`config.mk`:
```
export PLATFORM = sky130hd
export DESIGN_NAME = multu_hilo
export DESIGN_NICKNAME = d
export VERILOG_FILES = /design/src/rtl/multu_hilo.sv
export SDC_FILE = /design/constraint.sdc
export NUM_CORES = 1
export LEC_CHECK = 0
export CAP_MARGIN = 25
export CORE_ASPECT_RATIO = 0.6
export CORE_MARGIN = 2
export CORE_UTILIZATION = 50
export CTS_CLUSTER_DIAMETER = 60
export DETAILED_ROUTE_END_ITERATION = 6
export PLACE_DENSITY = 0.73
export SETUP_SLACK_MARGIN = 0.1
export SLEW_MARGIN = 5
export SYNTH_ARGS = -nofsm -noshare
export SYNTH_HDL_FRONTEND = slang
export SYNTH_SLANG_ARGS = --single-unit
```
`constraint.sdc`:
```
create_clock -name clk -period 5.7 [get_ports clk]
set_clock_uncertainty 0.15 [all_clocks]
set_input_delay 1.14 -clock clk [delete_from_list [all_inputs] [get_ports clk]]
set_output_delay 1.14 -clock clk [all_outputs]
set_load 0.02 [all_outputs]
```
`src/rtl/multu_hilo.sv`:
```
// rtl/multu_hilo.sv - sequential unsigned multiplier with Hi/Lo result registers
//
// Shift-add multiplier: one partial-product step per clock, WIDTH steps per
// multiply, then a write-back cycle that commits the product to Hi/Lo.
// Requires WIDTH >= 2.
//
// Ports:
//   clk     in   clock, all state on rising edge
//   rst     in   synchronous active-high reset
//   ctrl    in   [5:0] function code (MULTU_OP starts, MFHI_OP/MFLO_OP read)
//   A       in   [WIDTH-1:0] multiplicand, sampled on the start edge
//   B       in   [WIDTH-1:0] multiplier, sampled on the start edge
//   result  out  [WIDTH-1:0] Hi, Lo or 0 depending on ctrl (combinational)
//   busy    out  high while a multiply is in flight (MUL and WB)
//   done    out  one-cycle pulse after Hi/Lo have been written

module multu_hilo #(
    parameter int          WIDTH    = 32,
    parameter logic [5:0]  MULTU_OP = 6'd25,
    parameter logic [5:0]  MFHI_OP  = 6'd16,
    parameter logic [5:0]  MFLO_OP  = 6'd18
) (
    input  logic             clk,
    input  logic             rst,
    input  logic [5:0]       ctrl,
    input  logic [WIDTH-1:0] A,
    input  logic [WIDTH-1:0] B,
    output logic [WIDTH-1:0] result,
    output logic             busy,
    output logic             done
);

    localparam int CW = (WIDTH > 1) ? $clog2(WIDTH) : 1;
    localparam logic [CW-1:0] CNT_LAST = CW'(WIDTH - 1);

    typedef enum logic [1:0] {
        IDLE = 2'd0,
        MUL  = 2'd1,
        WB   = 2'd2
    } state_t;

    state_t               state;
    logic [WIDTH-1:0]     mcand;
    logic [WIDTH-1:0]     hi;
    logic [WIDTH-1:0]     lo;
    logic [2*WIDTH-1:0]   prod;
    logic [CW-1:0]        cnt;
    logic [WIDTH:0]       upper;

    // Upper half plus optional multiplicand; the extra bit keeps the carry so
    // the shifted-in MSB is exact and the full 2*WIDTH product never overflows.
    always_comb begin
        upper = {1'b0, prod[2*WIDTH-1:WIDTH]};
        if (prod[0]) begin
            upper = {1'b0, prod[2*WIDTH-1:WIDTH]} + {1'b0, mcand};
        end
    end

    always_ff @(posedge clk) begin
        if (rst) begin
            state <= IDLE;
            mcand <= '0;
            prod  <= '0;
            cnt   <= '0;
            hi    <= '0;
            lo    <= '0;
            busy  <= 1'b0;
            done  <= 1'b0;
        end else begin
            done <= 1'b0;
            case (state)
                IDLE: begin
                    if (ctrl == MULTU_OP) begin
                        mcand <= A;
                        prod  <= {{WIDTH{1'b0}}, B};
                        cnt   <= '0;
                        busy  <= 1'b1;
                        state <= MUL;
                    end
                end
                MUL: begin
                    // Multiplier bits drain out of the bottom while product
                    // bits fill in from the top.
                    prod <= {upper, prod[WIDTH-1:1]};
                    cnt  <= cnt + CW'(1);
                    if (cnt == CNT_LAST) begin
                        state <= WB;
                    end
                end
                WB: begin
                    hi    <= prod[2*WIDTH-1:WIDTH];
                    lo    <= prod[WIDTH-1:0];
                    done  <= 1'b1;
                    busy  <= 1'b0;
                    state <= IDLE;
                end
                default: begin
                    busy  <= 1'b0;
                    state <= IDLE;
                end
            endcase
        end
    end

    // Reads only see committed Hi/Lo, never the in-flight prod register.
    always_comb begin
        result = '0;
        if (ctrl == MFHI_OP) begin
            result = hi;
        end else if (ctrl == MFLO_OP) begin
            result = lo;
        end
    end

endmodule

```
* Word-level counts from Yosys, hierarchy flattened
Cells that the tools add are included.
Storage, ports and cells: output and inout port bits 34, bits of input ports 72, logic and storage cells 38, register bits after elaboration 169
Operators by class: multiplexer cells 13, reductions and logical operators 6, add/subtract/negate cells 2, eq/ne operators 8, bitwise logic cells 1
Operator list (number):
- $pmux 64 s2 | 1
- $mux 32 | 2
- $mux 64 | 1
- $add 32x32->33 | 1
- $mux 33 | 1
- $eq 6x5->1 const B | 3
- $pmux 5 s2 | 1
- $reduce_and 2->1 | 4
- $add 5x1->5 const B | 1
- $eq 5x5->1 const B | 1
- $mux 5 | 1
- $mux 2 | 2
- $ne 2x2->1 const B | 2
- $pmux 2 s2 | 1
- $eq 2x1->1 const B | 1
- $eq 2x2->1 const B | 1
- $logic_not 2->1 | 1
- $mux 1 | 2
- $pmux 1 s2 | 1
- $reduce_bool 2->1 | 1
- $not 1->1 | 1

* Depth between registers and ports, before layout
Gate-level depths: netlist of the first run.
word-level depth 3, gate-level depth with buffers 9, depth with buffers taken out 9

* Worst setup path after synthesis of the first run
Ideal clock, no wire load.
path type input -> output, start point in ctrl[5], end point out result[10], data required time 4.410 ns, buffers on the path 2, stages 5, arrival 2.459 ns, path slack 1.951 ns, path through or3b_1 > or3_1 > clkbuf_1 > clkbuf_1 > nor2_1
Between the ends: cells in the longest elaborated chain, start to end 3, elaborated cells between the ends (all ways) 4, those cells by class eq/ne: 2; mux: 2
RTL lines:
- from (decl) | RTL line 25 | input logic [5:0] ctrl,
- $eq 6x5->1 | RTL line 110 | end else if (ctrl == MFLO_OP) begin
- $mux 32 | RTL line 110
- $mux 32 * | RTL line 108 | if (ctrl == MFHI_OP) begin
- to (decl) | RTL line 28 | output logic [WIDTH-1:0] result,
Every way passes the cells marked *; elsewhere a longest branch is shown, timed or not.

* Final worst setup path of the first run
start point in ctrl[4], end point out result[7]
Same word-level chain as after synthesis.

==> results.cfg, run 1 <==
[worst_setup_path]
crit_path_frequent_cell = clkdlybuf4s50_1
path_delay_family = buffers and inverters
cp_cell_sequence = clkdlybuf4s50_1, or3b_1, or3_1, buf_8, nor2_1, clkdlybuf4s50_1
critPathLaunch = ctrl[4]
cp-start-kind = primary input
cp_max_fo = 19
max_stage_delay_ns = 0.62
crit_buf_inv = 3
rr_startpoint = prod[32]
cp-end-kind = output pin
critPathKind = in2out
critPathArrivalTime_ns = 3.58
required_ns = 4.41
critPathSlowestCell = clkdlybuf4s50_1
r2r_setup_slack_ns = 2.71

[routing]
wirelength_um = 23400
wl_met3_um = 1750
route.detailed.drc = 0
ant_nets = 0
dr.pass1.iters = 6
top_layer = met4
via_per_inst = 5.80
vias = 8199
wl_met1_um = 11400
drt_iter0_markers = 808
met2_length_um = 10000
routedWlPerCell_um = 16.6

[power]
switchingPower_uw = 610
power_frac_seq_pct = 48.8
leakage_nw = 3.83
vdd_drop_max_mv = 0.202
power_frac_clock_pct = 46.4
p_comb_share_pct = 4.8
p_int_mw = 1.84
total_power_mw = 2.45
power.density_nw_per_um2 = 232
switching_share_pct = 24.9

[logic_synthesis]
syn_area_um2 = 8810
yosys_register_bits = 169
yosys-top-cells-count = nand2_1 (288), dfxtp_1 (169), a21oi_1 (146)
ys_types = 64
yosysMostFrequentCell = nand2_1
syn_area_per_cell_um2 = 7.88
synth.top_cell.area_share_pct = 38.4
synth-main-ff-cell = dfxtp_1
synth_cells = 1118
synth_top_cell_by_area = dfxtp_1
synth_warnings = 0
seq_area_frac_synth_pct = 38.4
async_reset_ff_share_pct = 0
synth.area.top_cells = dfxtp_1 (38%), nand2_1 (12%), a21oi_1 (8.3%)
synth_edf_count = 0
synth_fp_nets = 1225

[floorplanning]
start_util_pct = 51.3
die_h_um = 107
dieArea_um2 = 18700
std_cell_rows = 37
ios = 106
die_x_um = 175
coreArea_um2 = 17200

[timing]
grt_setup_unrepaired = false
hold_slack_ns = 0.307
setup_slack_ns = 0.835
slew_viol_final = 0
slew_headroom_pct = 30.0
clock.fmax_mhz = 206
setup_viol = 0
fin_setup_tns_ns = 0
tightestPinTransition_ns = 1.05
min_period_over_period_pct = 85.4
final_hold_viol_count = 0
min_period_ns = 4.87

[place]
hpwl_um = 15900
gp_congestion = 0.947
port_buffers = 105
pre_cts_ws_ns = 0.733

[clocking]
clkTransAtPathRegs_ns = 0.07
cts_resized = 0
cts_root_buf = clkbuf_16
cts_inserted_buffers = 17
cts_setup_buffers = 0
cts_tree = built
cts_sinks = 169
clockBufferDepth = 2
cts_htree_levels = 4
ctsHoldBuffers = 0
clock_latency_ns = 0.43

[global_routing]
grt_pass1_wl_um = 37800
overflow = 0
grt_start_max_net_pins = 100
grt_pass1_vias = 7475
grt_usage_pct = 25.0
antenna_found_initial = 0

[finish]
nNetsFinal = 1274
drive_gt1_share_pct = 7.54
n_fill_cell = 1538
num_antenna_cells = 0
synthToLayoutAreaGrowth_pct = 19.5

[worst_hold_path]
hp-class = reg2reg
min_from = lo[9]

[flow_run]
cap_violations = 0

[outcome]
outcome = complete, no violations
## layout by cell type, fill, tap and decap left out, types with 7 or more instances in the layout
| master | count |
|---|---|
| o21a_1 | 10 |
| a21o_1 | 26 |
| clkbuf_16 | 17 |
| o21ai_0 | 14 |
| mux2i_1 | 36 |
| a21oi_1 | 146 |
| clkdlybuf4s50_1 | 103 |
| nand3_1 | 14 |
| a311oi_2 | 28 |
| nand4_1 | 13 |
| dfxtp_1 | 169 |
| nor3_1 | 9 |
| nor2_1 | 104 |
| xnor2_1 | 7 |
| a22oi_1 | 23 |
| o22ai_1 | 8 |
| nand2_1 | 287 |
| ha_1 | 34 |
## per-stage QoR
step,util [%],cells,cell area (um2)
CTS,61.0,1411,10500
detailed placement,57.6,1379,9900
global placement,57.5,1378,9870
global route,61.3,1414,10500
finish,61.3,1414,10500
floorplan,-,1118,8810
## area by class of cell
cell class | count | area (um2) | share of cell area [%]
clock buffer | 17 | 425 | 4.04
clock inverter | 15 | 149 | 1.41
inverter | 3 | 11.3 | 0.107
multi-input combinational | 861 | 5080 | 48.2
sequential | 169 | 3380 | 32.1
tap | 234 | 293 | 2.78
timing repair buffer | 115 | 1190 | 11.3
## worst paths after layout
check	cells after the start	end
worst max-delay path	6	result[7]
worst min-delay path	2	lo[9]
worst max register to register	9	prod[59]
worst min register to register	2	lo[9]
## kinds of logic (layout without fill, tap and decap cells)
family / Yosys count / in the layout / synth area share (%)
adders and majority gates: 35 / 35 / 5.06
xor gates and xnor gates: 13 / 13 / 1.29
muxes: 38 / 38 / 4.35
AOI/OAI and AO/OA: 311 / 311 / 25.0
and+or+nand+nor: 464 / 464 / 21.8
DFF: 169 / 169 / 38.4
buffers and inverters: 88 / 150 / 4.18
## state kept, by name (all words and copies together), names as in the netlist
signal,flops
prod,64
busy,1
lo,32
cnt,5
mcand,32
hi,32
state,2
done,1
## power groups by stage
| stage | logic (mW) | clock network, mW | registers [mW] |
|---|---|---|---|
| 2_1_floorplan | 0.0555 | 0 | 1.22 |
| 3_3_place_gp | 0.111 | 0 | 1.22 |
| 3_5_place_dp | 0.114 | 0 | 1.22 |
| 4_1_cts | 0.114 | 1.15 | 1.19 |
| 5_1_grt | 0.126 | 1.20 | 1.19 |
| 6_report | 0.117 | 1.13 | 1.19 |
## layer usage
layer / global-route usage [%] / up-vias
met4: 5.36 / 0
li1: - / 4040
met2: 37.6 / 280
met5: 0 / -
met3: 4.65 / 25
met1: 37.1 / 3854
## worst reg2reg max path, stage by stage (launching register included)
cell and delay, ns:
dfxtp_1 0.34, ha_1 0.22, fa_1 0.43, a211o_1 0.33, a21o_1 0.21, a21oi_2 0.26
o211ai_1 0.23, a31o_1 0.33, o21a_1 0.19, o32ai_1 0.20
(Power assumes the default switching activity.)
==> inputs of run 2 (changes only) <==
--- a/config.mk
+++ b/config.mk
@@ -8,10 +8,9 @@
 export CAP_MARGIN = 25
 export CORE_ASPECT_RATIO = 0.6
 export CORE_MARGIN = 2
-export CORE_UTILIZATION = 50
+export CORE_UTILIZATION = 39
 export CTS_CLUSTER_DIAMETER = 60
 export DETAILED_ROUTE_END_ITERATION = 6
-export PLACE_DENSITY = 0.73
 export SETUP_SLACK_MARGIN = 0.1
 export SLEW_MARGIN = 5
 export SYNTH_ARGS = -nofsm -noshare
==> run 2 against run 1 <==
  * Fmax is 0.79% higher
  * Sequential share of layout area is 0.31 points lower
  * Routed wire length is 3.5% higher
  * Clock power is 6% higher
  * Cell area is 0.99% higher
  * Sequential cell count stayed put
  * Global-route usage is 4.0 points lower
  * Total power is 2.7% higher
  * Sequential power hardly changed
  * Register-to-register slack worse by 0.03 ns
  * Core utilization is 13 points lower
  * Clock-buffer cell count is 4 higher
  * Largest power group is now the clock network
  * Highest routed layer unchanged
==> results.cfg, run 2 (synthesized netlist as in run 1, its figures left out) <==
[outcome]
outcome = complete, no violations

[worst_setup_path]
cp-end-kind = output pin
critPathArrivalTime_ns = 3.54
critPathKind = in2out
cp-start-kind = primary input
cp_max_fo = 19
required_ns = 4.41
reg2regPathDepth = 9

[floorplanning]
start_util_pct = 39.8
die_h_um = 120
ios = 106
coreArea_um2 = 22100
die_x_um = 198
std_cell_rows = 42
dieArea_um2 = 23800

[power]
total_power_mw = 2.51
power_frac_seq_pct = 47.6
p_comb_share_pct = 4.6
p_int_mw = 1.95
switching_share_pct = 22.3
vdd_drop_max_mv = 0.208
power.density_nw_per_um2 = 236
power_frac_clock_pct = 47.8
leakage_nw = 3.83
switchingPower_uw = 561

[routing]
via_per_inst = 5.42
routedWlPerCell_um = 16.3
drt_iter0_markers = 638
dr.pass1.iters = 5
ant_nets = 0
route.detailed.drc = 0
wirelength_um = 24200
vias = 8068

[finish]
nNetsFinal = 1274
finish.instance_area_um2 = 10600
num_antenna_cells = 0
final_cell_mix = nand2_1 (287), dfxtp_1 (169), a21oi_1 (146)
drive_gt1_share_pct = 7.29
regMostFlops = prod
multiInputGateArea_um2 = 5080
regArea_um2 = 3380
fin_util_pct = 48.1
largest_reg_flops = 64
synthToLayoutAreaGrowth_pct = 20.7
layout_commonest_cell = nand2_1
final_cells = 1488
n_fill_cell = 2230

[timing]
setup_slack_ns = 0.873
slew_viol_final = 0
final_hold_viol_count = 0
clock.fmax_mhz = 207
setup_viol = 0
min_period_over_period_pct = 84.7
min_period_ns = 4.83
tightestPinTransition_ns = 1.03
fin_setup_tns_ns = 0
hold_slack_ns = 0.303
slew_headroom_pct = 31.6
grt_setup_unrepaired = false

[clocking]
ctsHoldBuffers = 0
cts_root_buf = clkbuf_16
clockBufferDepth = 2
clock_latency_ns = 0.44
cts_htree_levels = 4
cts_tree = built
cts_sinks = 169
cts_inserted_buffers = 17
cts_setup_buffers = 0
cts_resized = 0
clkTransAtPathRegs_ns = 0.06

[worst_hold_path]
hp-class = reg2reg
min_path_cells = 2

[global_routing]
grt_pass1_wl_um = 39700
grt_start_max_net_pins = 89
grt_usage_pct = 21.0
overflow = 0
grt_pass1_vias = 7518
antenna_found_initial = 0

[place]
port_buffers = 105
place_inst = 1454
hpwl_um = 16600
pre_cts_ws_ns = 0.855
post_dp_cell_area_um2 = 9990
gp_congestion = 0.918

[flow_run]
cap_violations = 0
run 2: cell types whose count changed in the layout (fill, tap and decap cells not counted), moves of 2 or more:
cell,delta
bufinv_16,+3
clkbuf_1,+3
inv_6,-4
clkinv_2,+2
clkinv_4,+2
inv_8,-6
run 2: critical path, stage by stage:
cell and delay [ns]:
clkdlybuf4s50_1 0.44, or3b_1 0.35, or3_1 0.57, buf_8 0.27, nor2_1 0.12, clkdlybuf4s50_1 0.63
run 2: worst paths after layout:
kind | startpoint | end | slack [ns]
worst max-delay path | ctrl[4] | result[3] | 0.87
worst min-delay path | lo[11] | lo[11] | 0.30
worst max register to register | prod[32] | prod[61] | 2.68
worst min register to register | lo[11] | lo[11] | 0.30
run 2: metal layers:
metal,track usage [%],vias to the layer above,share of wire [%]
li1,-,4037,-
met1,30.8,3787,51
met2,31.1,221,42
met3,4.85,23,6.3
met4,4.79,0,0.93
met5,0,-,0
run 2: power groups by stage:
stage / sequential [mW] / combinational, mW / clock [mW]
after CTS: 1.19 / 0.116 / 1.22
after global routing: 1.19 / 0.125 / 1.28
after global placement: 1.22 / 0.113 / 0
after detailed placement: 1.22 / 0.115 / 0
after floorplan: 1.22 / 0.0555 / 0
final: 1.19 / 0.116 / 1.20
run 2: area by class of cell:
type,instances,share of cell area [%]
clock buffer,21,4.24
timing repair buffer,115,11.1
sequential,169,31.8
clock inverter,11,1.39
tap,308,3.62
multi-input combinational,861,47.8
inverter,3,0.106
